**src/rtl/sn76489.sv**
```systemverilog
// SN76489 sound generator: three square-wave tone channels, one LFSR noise channel,
// 4-bit attenuation per channel and a registered signed mix, written via latch/data bytes.
module sn76489 #(
  parameter bit clock_div_16_g = 1'b1
) (
  input  logic              clock_i,
  input  logic              res_n_i,
  input  logic              clock_en_i,
  input  logic              ce_n_i,
  input  logic              we_n_i,
  input  logic [7:0]        d_i,
  output logic              ready_o,
  output logic signed [7:0] aout_o
);

  localparam logic [3:0] PreLast = clock_div_16_g ? 4'd15 : 4'd1;

  function automatic logic [4:0] att_amp(input logic [3:0] att);
    case (att)
      4'd0:    att_amp = 5'd31;
      4'd1:    att_amp = 5'd25;
      4'd2:    att_amp = 5'd20;
      4'd3:    att_amp = 5'd16;
      4'd4:    att_amp = 5'd12;
      4'd5:    att_amp = 5'd10;
      4'd6:    att_amp = 5'd8;
      4'd7:    att_amp = 5'd6;
      4'd8:    att_amp = 5'd5;
      4'd9:    att_amp = 5'd4;
      4'd10:   att_amp = 5'd3;
      4'd11:   att_amp = 5'd2;
      4'd12:   att_amp = 5'd2;
      4'd13:   att_amp = 5'd2;
      4'd14:   att_amp = 5'd1;
      default: att_amp = 5'd0;
    endcase
  endfunction

  logic [3:0]       pre_q, pre_d;
  logic             tick;
  logic             strobe, strobe_q, wr;
  logic             ready_q, ready_d;
  logic [4:0]       busy_q, busy_d;
  logic [2:0]       addr_q, addr_d, tgt;
  logic [2:0][9:0]  period_q, period_d;
  logic [3:0][3:0]  att_q, att_d;
  logic [2:0]       nctrl_q, nctrl_d;
  logic             lfsr_reload;
  logic [2:0][9:0]  cnt_q, cnt_d;
  logic [2:0]       tout_q, tout_d, held;
  logic [5:0]       ncnt_q, ncnt_d, nlim;
  logic             nsrc_q, nsrc_d, shift;
  logic [14:0]      lfsr_q, lfsr_d;
  logic [3:0]       bits;
  logic [3:0][7:0]  chan_d;
  logic [7:0]       aout_d;
  logic signed [7:0] tone1_s, tone2_s, tone3_s, noise_s, aout_q;

  assign tick   = clock_en_i && (pre_q == PreLast);
  assign strobe = ~ce_n_i & ~we_n_i;
  // Only a fresh strobe edge while idle starts a write.
  assign wr     = strobe & ~strobe_q & ready_q;

  always_comb begin
    pre_d   = pre_q;
    ready_d = ready_q;
    busy_d  = busy_q;
    if (clock_en_i) pre_d = tick ? 4'd0 : pre_q + 4'd1;
    if (wr) begin
      ready_d = 1'b0;
      busy_d  = 5'd0;
    end else if (!ready_q && clock_en_i) begin
      if (busy_q == 5'd31) ready_d = 1'b1;
      else                 busy_d  = busy_q + 5'd1;
    end
  end

  always_comb begin
    addr_d      = addr_q;
    period_d    = period_q;
    att_d       = att_q;
    nctrl_d     = nctrl_q;
    lfsr_reload = 1'b0;
    tgt         = d_i[7] ? d_i[6:4] : addr_q;
    if (wr) begin
      if (d_i[7]) addr_d = d_i[6:4];
      case (tgt)
        3'b000: if (d_i[7]) period_d[0][3:0] = d_i[3:0]; else period_d[0][9:4] = d_i[5:0];
        3'b010: if (d_i[7]) period_d[1][3:0] = d_i[3:0]; else period_d[1][9:4] = d_i[5:0];
        3'b100: if (d_i[7]) period_d[2][3:0] = d_i[3:0]; else period_d[2][9:4] = d_i[5:0];
        3'b110: begin
          if (d_i[7]) begin
            nctrl_d     = d_i[2:0];
            lfsr_reload = 1'b1;
          end
        end
        default: att_d[tgt[2:1]] = d_i[3:0];
      endcase
    end
  end

  always_comb begin
    cnt_d  = cnt_q;
    tout_d = tout_q;
    held   = '0;
    for (int i = 0; i < 3; i++) begin
      held[i] = (period_q[i] <= 10'd1);
      if (tick) begin
        if (cnt_q[i] == 10'd0) begin
          cnt_d[i]  = held[i] ? 10'd0 : period_q[i] - 10'd1;
          tout_d[i] = held[i] | ~tout_q[i];
        end else begin
          cnt_d[i]  = cnt_q[i] - 10'd1;
          tout_d[i] = held[i] | tout_q[i];
        end
      end
    end
  end

  always_comb begin
    ncnt_d = ncnt_q;
    nsrc_d = nsrc_q;
    shift  = 1'b0;
    case (nctrl_q[1:0])
      2'b00:   nlim = 6'd15;
      2'b01:   nlim = 6'd31;
      default: nlim = 6'd63;
    endcase
    if (nctrl_q[1:0] == 2'b11) begin
      shift = tout_d[2] & ~tout_q[2];
    end else if (tick) begin
      if (ncnt_q >= nlim) begin
        ncnt_d = 6'd0;
        nsrc_d = ~nsrc_q;
        shift  = ~nsrc_q;
      end else begin
        ncnt_d = ncnt_q + 6'd1;
      end
    end
    lfsr_d = lfsr_q;
    if (lfsr_reload) lfsr_d = 15'h4000;
    else if (shift)  lfsr_d = {nctrl_q[2] ? lfsr_q[0] ^ lfsr_q[1] : lfsr_q[0], lfsr_q[14:1]};
  end

  always_comb begin
    bits   = {lfsr_q[0], tout_q};
    chan_d = '0;
    for (int i = 0; i < 4; i++) begin
      chan_d[i] = bits[i] ? {3'b000, att_amp(att_q[i])} : 8'd0 - {3'b000, att_amp(att_q[i])};
    end
    aout_d = chan_d[0] + chan_d[1] + chan_d[2] + chan_d[3];
  end

  always_ff @(posedge clock_i or negedge res_n_i) begin
    if (!res_n_i) begin
      pre_q    <= '0;
      strobe_q <= 1'b0;
      ready_q  <= 1'b1;
      busy_q   <= '0;
      addr_q   <= '0;
      period_q <= '0;
      att_q    <= '1;
      nctrl_q  <= '0;
      cnt_q    <= '0;
      tout_q   <= '0;
      ncnt_q   <= '0;
      nsrc_q   <= 1'b0;
      lfsr_q   <= 15'h4000;
      tone1_s  <= '0;
      tone2_s  <= '0;
      tone3_s  <= '0;
      noise_s  <= '0;
      aout_q   <= '0;
    end else begin
      pre_q    <= pre_d;
      strobe_q <= strobe;
      ready_q  <= ready_d;
      busy_q   <= busy_d;
      addr_q   <= addr_d;
      period_q <= period_d;
      att_q    <= att_d;
      nctrl_q  <= nctrl_d;
      cnt_q    <= cnt_d;
      tout_q   <= tout_d;
      ncnt_q   <= ncnt_d;
      nsrc_q   <= nsrc_d;
      lfsr_q   <= lfsr_d;
      tone1_s  <= chan_d[0];
      tone2_s  <= chan_d[1];
      tone3_s  <= chan_d[2];
      noise_s  <= chan_d[3];
      aout_q   <= aout_d;
    end
  end

  assign ready_o = ready_q;
  assign aout_o  = aout_q;

endmodule

```
**config.mk**
```make
export PLATFORM = sky130hd
export DESIGN_NAME = sn76489
export DESIGN_NICKNAME = d
export VERILOG_FILES = /design/src/rtl/sn76489.sv
export SDC_FILE = /design/constraint.sdc
export NUM_CORES = 1
export LEC_CHECK = 0
export ABC_AREA = 1
export BUFFER_PORTS_ARGS = -buffer_cell sky130_fd_sc_hd__buf_2
export CORE_MARGIN = 2
export CORE_UTILIZATION = 40
export DETAILED_ROUTE_END_ITERATION = 8
export PLACE_DENSITY_LB_ADDON = 0.3
export SYNTH_ARGS = -nofsm -noshare
export SYNTH_HDL_FRONTEND = slang
export SYNTH_SLANG_ARGS = --single-unit
```
**constraint.sdc**
```tcl
create_clock -name clock_i -period 5.9 [get_ports clock_i]
set_clock_uncertainty 0.2 [all_clocks]
set_input_delay 1.18 -clock clock_i [delete_from_list [all_inputs] [get_ports clock_i]]
set_output_delay 1.18 -clock clock_i [all_outputs]
set_load 0.02 [all_outputs]
```
==> results of run 1 <==
==> worst max-delay path: stages (launching register included) <==
cell,delay [ns]
dfstp_2,0.57
inv_1,0.11
ha_1,0.19
o21ai_0,0.43
ha_1,0.33
nand2_1,0.06
o21ai_0,0.11
fa_1,0.52
inv_1,0.05
fa_1,0.47
inv_1,0.07
ha_1,0.16
inv_1,0.06
fa_1,0.40
o21ai_0,0.30
nand2_1,0.09
nand2_1,0.07
a21oi_1,0.07
xor2_1,0.14
==> cells by family after synthesis <==
logic type	Yosys count
and+or+nand+nor	499
buffers and inverters	173
AOI/OAI and AO/OA	163
DFF	126
adders and majority gates	57
xor gates and xnor gates	48
muxes	1
==> cell type report <==
cell class                      instances  area, um^2
Multi-Input combinational cell        768        4280
Timing Repair Buffer                   23         126
Sequential cell                       126        3180
Clock buffer                           18         439
Clock inverter                         14         230
Inverter                              154         578
Antenna cell                            1        2.50
Tap cell                              270         338
Fill cell                            1967       10900
==> stage by stage <==
stage,utilization (%),instances
after floorplan,-,1067
after global placement,42.3,1341
after detailed placement,42.3,1341
after CTS,45.6,1373
after global routing,45.6,1373
final,45.6,1374
==> registers in the layout (all words and copies together) (netlist names) <==
register / flops
period_q: 30
att_q: 16
nctrl_q: 3
pre_q: 4
cnt_q: 30
busy_q: 5
ncnt_q: 6
addr_q: 3
nsrc_q: 1
lfsr_q: 15
aout_o: 8
ready_o: 1
strobe_q: 1
tout_q: 3
==> how the worst max path moves through the flow <==
stage	from	to	slack [ns]	cells after the start
CTS	att_q[6]	aout_o[7]	1.36	18
finish	att_q[6]	aout_o[7]	1.39	18
global route	att_q[6]	aout_o[7]	1.05	18
floorplan	att_q[6]	aout_o[7]	1.74	18
detailed placement	att_q[6]	aout_o[7]	1.36	18
global placement	att_q[6]	aout_o[7]	1.47	18
==> routing by layer <==
metal,up-vias,global-route usage (%)
met5,-,0
met4,2,4.03
met3,19,4.25
met2,71,27.0
met1,3045,23.1
li1,3453,-
==> Yosys cell counts (2+ instances only) <==
| library cell | n | share of area, % |
|---|---|---|
| nor3_1 | 9 | 0.55 |
| nor2_1 | 107 | 4.9 |
| o21ai_2 | 5 | 0.54 |
| nor2_2 | 6 | 0.46 |
| nand3b_1 | 2 | 0.18 |
| inv_1 | 148 | 6.8 |
| ha_1 | 45 | 6.9 |
| buf_4 | 3 | 0.28 |
| o22ai_1 | 2 | 0.15 |
| clkbuf_1 | 8 | 0.37 |
| nand2_1 | 280 | 13 |
| dfstp_2 | 18 | 5.8 |
| a21oi_1 | 30 | 1.8 |
| nand4_1 | 8 | 0.62 |
| dfrtp_1 | 108 | 33 |
| inv_2 | 6 | 0.28 |
| a31oi_1 | 7 | 0.54 |
| nand2_4 | 3 | 0.42 |
| o211ai_1 | 5 | 0.46 |
| nor2_4 | 5 | 0.69 |
| fa_1 | 12 | 3.0 |
| xor2_1 | 35 | 3.8 |
| nand3_2 | 3 | 0.37 |
| buf_2 | 6 | 0.37 |
| o21ai_1 | 5 | 0.31 |
| o21a_1 | 3 | 0.28 |
| xnor2_1 | 13 | 1.4 |
| or2_2 | 6 | 0.46 |
| o21ai_0 | 92 | 5.7 |
| nand3_1 | 66 | 4.1 |
| a22oi_1 | 7 | 0.65 |
| o21bai_1 | 2 | 0.18 |
==> summary.txt, run 1 <==
Outcome
  • Status: completed

Critical path
  • CP arrival: 4.62 ns
  • CP Class: reg2reg
  • R2R cell count: 18
  • Worst r2r src: att_q[6]
  • Worst setup SP type: flip-flop
  • RR Endpoint: aout_o[7]
  • CP Capture Type: flip-flop
  • Worst Path Required: 6.01 ns
  • Setup slack, reg-to-reg: 1.39 ns
  • Max FO, Critical Path: 6

Clocking
  • Post-CTS Hold Fix Bufs: 0
  • CTS Buf Count: 17
  • Clock-pin transition on the worst setup and hold timing paths: 0.06 ns
  • Htree depth: 4
  • Clock sink total: 126
  • Clk Latency, worst-skew pair: 0.43 ns
  • CTS tree: built
  • Post-CTS resize count: 0
  • Post-CTS setup buffer count: 0
  • Clock buffer depth: 2
  • Root Driver: clkbuf_16

Hold path
  • Hold Path Depth: 2
  • Worst Hold End: period_q[11]
  • Hold Crit Start: period_q[11]
  • Hold Crit Class: reg2reg

Detailed routing
  • Vias/cell: 4.80
  • Antenna-violating nets left: 0
  • DR vias: 6,590
  • Metal2 WL: 7.73 mm
  • Post-route DRC: 0
  • Routed WL: 17.0 mm
  • WL/cell: 12.4 um
  • M1 wire length: 8.59 mm
  • Routed met3 length: 497 um
  • TritonRoute pass-1 iters: 7
  • Top Metal Used: met5
  • DR iter-0 viols: 381

Yosys
  • Post-synthesis adder-cell area fraction: 9.88%
  • FFs w/ async S/R, synth: 100%
  • Post-synthesis sequential area ratio: 39.1%
  • Mapped Cells: 1,067
  • Simple-gate share of the synthesized area: 26.3%
  • Count of cell types in the netlist: 44
  • Multiplexer area fraction after synthesis: 0.123%
  • Mean Syn Cell Area: 7.62 um^2
  • Top FF cell, synth: dfrtp_1
  • Netlist Area Pre-Place: 8130 um^2
  • Largest family of logic cells by synthesized area: simple AND/OR/NAND/NOR gates
  • XOR/XNOR Fraction of Synth Area: 5.17%
  • EDFF count, synth: 0
  • Post-Syn Nets: 1,137
  • YS warnings: 0
  • Yosys reg bits: 126
  • Synth Area in Compound Gates: 11.1%

Floorplanning
  • Core ar.: 20,100 um^2
  • Chip height: 147 um
  • Ports: 22
  • Starting Density: 40.4%
  • FP Rows: 52
  • DIE AREA: 21,500 um^2
  • Chip Width: 147 um

Global route
  • First-pass GRT wire length: 29.6 mm
  • GR Overflow Total: 0
  • Vias in the first global route: 6,312
  • Initial antenna violation count: 2
  • Largest net degree at the start of global routing: 94
  • Gr usage total: 16.9%

Final layout
  • Design area: 9170 um^2
  • Final net count: 1,160
  • Commonest non-fill, non-tap cells in the layout: 280 x nand2_1, 148 x inv_1, 108 x dfrtp_1
  • Layout area overhead: 12.8%
  • Layout cells sized above 1: 9.97%
  • Commonest non-fill, non-tap cell in the layout: nand2_1

STA
  • Worst Max-Slew Pin Slew: 0.876 ns
  • Period utilisation layout: 76.5%
  • Unrepaired setup endpoints after global routing: false
  • Setup ws final: 1.39 ns
  • Final setup violating endpoints: 0
  • TNS Setup: 0 ns
  • Hold Vio Cnt, Final: 0
  • Hold_ws: 0.288 ns
  • F_max: 222 MHz
  • Rel. slew slack: 41.6%
  • Pins Over Slew Limit: 0
  • Minimum clock period: 4.51 ns

Run
  • Max cap viols: 0

Placement
  • PortBufs: 21
  • Setup slack after placement: 1.36 ns
  • Post-DP HPWL: 12.0 mm
  • Post-place instance area: 8500 um^2
  • Final estimated routing congestion in global placement: 0.863
Power of run 1 is left out: the tool's default activity adds up to more than one toggle a clock period on the data nets, which glitch-free logic cannot reach.
==> run 2: changes to the inputs <==
- clock period: 5.9 -> 3.9 ns (I/O delays scaled with it)
==> run 2 against run 1 <==
  * Sequential share of layout area shrank 2.0 points
  * Setup slack lost 1.4 ns
  * Flip-flop and latch count is the same
  * The run now ends with setup timing left
  * Critical endpoint unchanged
  * Core utilization grew 2.8 points
  * Largest cell class unchanged
  * Global-route usage grew 0.50 points
  * Worst hold slack lost 0.098 ns
==> summary.txt, run 2 (synthesis gave the netlist of run 1 again) <==
Floorplanning
  • Starting Density: 40.4% (unchanged)
  • Chip height: 147 um (unchanged)
  • DIE AREA: 21,500 um^2 (unchanged)
  • Core ar.: 20,100 um^2 (unchanged)
  • Chip Width: 147 um (unchanged)
  • Ports: 22 (unchanged)
  • FP Rows: 52 (unchanged)

Detailed routing
  • Antenna-violating nets left: 0 (unchanged)
  • WL/cell: 12.7 um (+2.2%)
  • Post-route DRC: 0 (unchanged)
  • Routed WL: 17.9 mm (+5.1%)
  • Vias/cell: 4.79 (about the same)
  • DR vias: 6,766 (+2.7%)
  • DR iter-0 viols: 383 (+0.52%)
  • TritonRoute pass-1 iters: 5 (-2)

STA
  • Hold Vio Cnt, Final: 0 (unchanged)
  • Setup ws final: -0.0233 ns (-1.41 ns)
  • Final setup violating endpoints: 1 (+1)
  • Unrepaired setup endpoints after global routing: true
  • F_max: 255 MHz (+15%)
  • Minimum clock period: 3.92 ns (-0.591 ns)
  • Rel. slew slack: 53.7% (+12 points)
  • Pins Over Slew Limit: 0 (unchanged)
  • Worst Max-Slew Pin Slew: 0.689 ns (-0.187 ns)
  • Period utilisation layout: 101% (+24 points)

Critical path
  • Max FO, Critical Path: 3 (-3)
  • Setup slack, reg-to-reg: -0.02 ns (-1.41 ns)
  • RR Endpoint: aout_o[7]
  • Worst Path Required: 4.01 ns (-2.00 ns)
  • Worst r2r src: att_q[9]
  • Worst setup SP type: flip-flop
  • R2R cell count: 20 (+2)
  • CP Capture Type: flip-flop
  • CP arrival: 4.03 ns (-0.59 ns)
  • CP Class: reg2reg

Clocking
  • CTS tree: built
  • Post-CTS Hold Fix Bufs: 0 (unchanged)
  • CTS Buf Count: 17 (unchanged)
  • Clk Latency, worst-skew pair: 0.43 ns (about the same)
  • Clock buffer depth: 2 (unchanged)
  • Root Driver: clkbuf_16
  • Htree depth: 4 (unchanged)
  • Clock sink total: 126 (unchanged)
  • Clock-pin transition on the worst setup and hold timing paths: 0.06 ns (about the same)

Final layout
  • Commonest non-fill, non-tap cell in the layout: nand2_1
  • Commonest non-fill, non-tap cells in the layout: 270 x nand2_1, 135 x inv_1, 108 x dfrtp_1
  • Regs by FF count: cnt_q: 30 flops, period_q: 30 flops, att_q: 16 flops
  • Final net count: 1,198 (+3.3%)
  • Fill cells: 1,935 (-1.6%)
  • Layout cells sized above 1: 18.4% (+8.4 points)
  • Layout area overhead: 19.8%
  • Reg area: 3180 um^2 (unchanged)
  • Design area: 9740 um^2 (+6.2%)
  • Area of the multi-input gates: 4560 um^2 (+6.6%)

Run
  • Max cap viols: 0 (unchanged)

Global route
  • Initial antenna violation count: 1 (-1)
  • Gr usage total: 17.4% (+0.50 points)
  • Vias in the first global route: 6,308 (-0.063%)
  • GR Overflow Total: 0 (unchanged)
  • First-pass GRT wire length: 30.2 mm (+2.0%)
  • Largest net degree at the start of global routing: 47 (-50%)

Placement
  • Post-place instance area: 8790 um^2 (+3.4%)
  • PortBufs: 21 (unchanged)
  • Final estimated routing congestion in global placement: 0.866 (+0.31%)
  • Post-DP HPWL: 12.4 mm (+3.8%)

Hold path
  • Hold Crit Class: in2async

Outcome
  • Failing checks: setup timing
  • Status: finished with violations
-- run 2: cell types whose count changed in the layout (fill, tap and decap cells not counted), moves of 6 or more --
cell | before | now
ha_1 | 45 | 34
ha_4 | 0 | 10
o21ai_0 | 92 | 79
buf_4 | 2 | 39
a21oi_2 | 0 | 6
nand2_1 | 280 | 270
inv_2 | 6 | 19
a21oi_1 | 30 | 24
nand2_2 | 1 | 11
inv_1 | 148 | 135
o21ai_2 | 5 | 16
-- run 2: timing repair --
| action | CTS | global route |
|---|---|---|
| buffers inserted | 1 | 3 |
| pin swaps | 8 | 39 |
| resized for setup | 21 | 51 |
| endpoints found under the setup margin | 3 | 5 |
-- run 2: worst max-delay path by stage --
stage	start	to	slack (ns)	cells after the start
global placement	att_q[8]	aout_o[7]	-0.08	20
detailed placement	att_q[5]	aout_o[7]	-0.11	19
CTS	att_q[9]	aout_o[7]	-0.06	20
finish	att_q[9]	aout_o[7]	-0.02	20
floorplan	att_q[6]	aout_o[7]	0.01	19
global route	att_q[8]	aout_o[7]	-0.20	20
-- run 2: metal layers --
metal / vias to the layer above / GRT usage [%] / wire length, um
met5: - / 0 / 0
met4: 0 / 3.93 / 183
met3: 9 / 4.59 / 680
met2: 71 / 27.1 / 8350
met1: 3176 / 24.3 / 8660
li1: 3510 / - / -
-- run 2: critical path, cell delays in order (launching register included) --
cell     delay, ns
dfstp_2       0.54
inv_2         0.06
ha_4          0.27
nor2_4        0.03
a31oi_4       0.15
inv_2         0.08
ha_4          0.24
nand2_2       0.06
o21ai_2       0.06
fa_1          0.50
inv_2         0.04
fa_1          0.48
inv_2         0.08
ha_4          0.13
inv_2         0.04
fa_2          0.34
o21ai_2       0.15
nand2_1       0.08
nand2_2       0.08
a21oi_2       0.06
xor2_1        0.14
-- run 2: final cells by class --
class / instances / share of cell area, %
Multi-Input combinational cell: 768 / 46.8
Sequential cell: 126 / 32.6
Inverter: 154 / 5.94
Clock buffer: 17 / 4.37
Timing Repair Buffer: 61 / 4.36
Tap cell: 270 / 3.47
Clock inverter: 15 / 2.40
Antenna cell: 1 / 0.0257
-- run 2: per-stage QoR --
step | setup TNS (ns) | cells | hold WS [ns] | util [%] | setup slack, ns
3_3_place_gp | -0.0832 | 1375 | 0.264 | 43.7 | -0.0791
2_1_floorplan | 0 | 1067 | 0.249 | - | 0.0104
3_5_place_dp | -0.154 | 1375 | 0.270 | 43.7 | -0.108
5_1_grt | -0.334 | 1411 | 0.226 | 48.4 | -0.201
4_1_cts | -0.100 | 1408 | 0.211 | 47.3 | -0.0587
6_report | -0.0233 | 1412 | 0.190 | 48.4 | -0.0233
Power of run 2 is left out for the same reason.
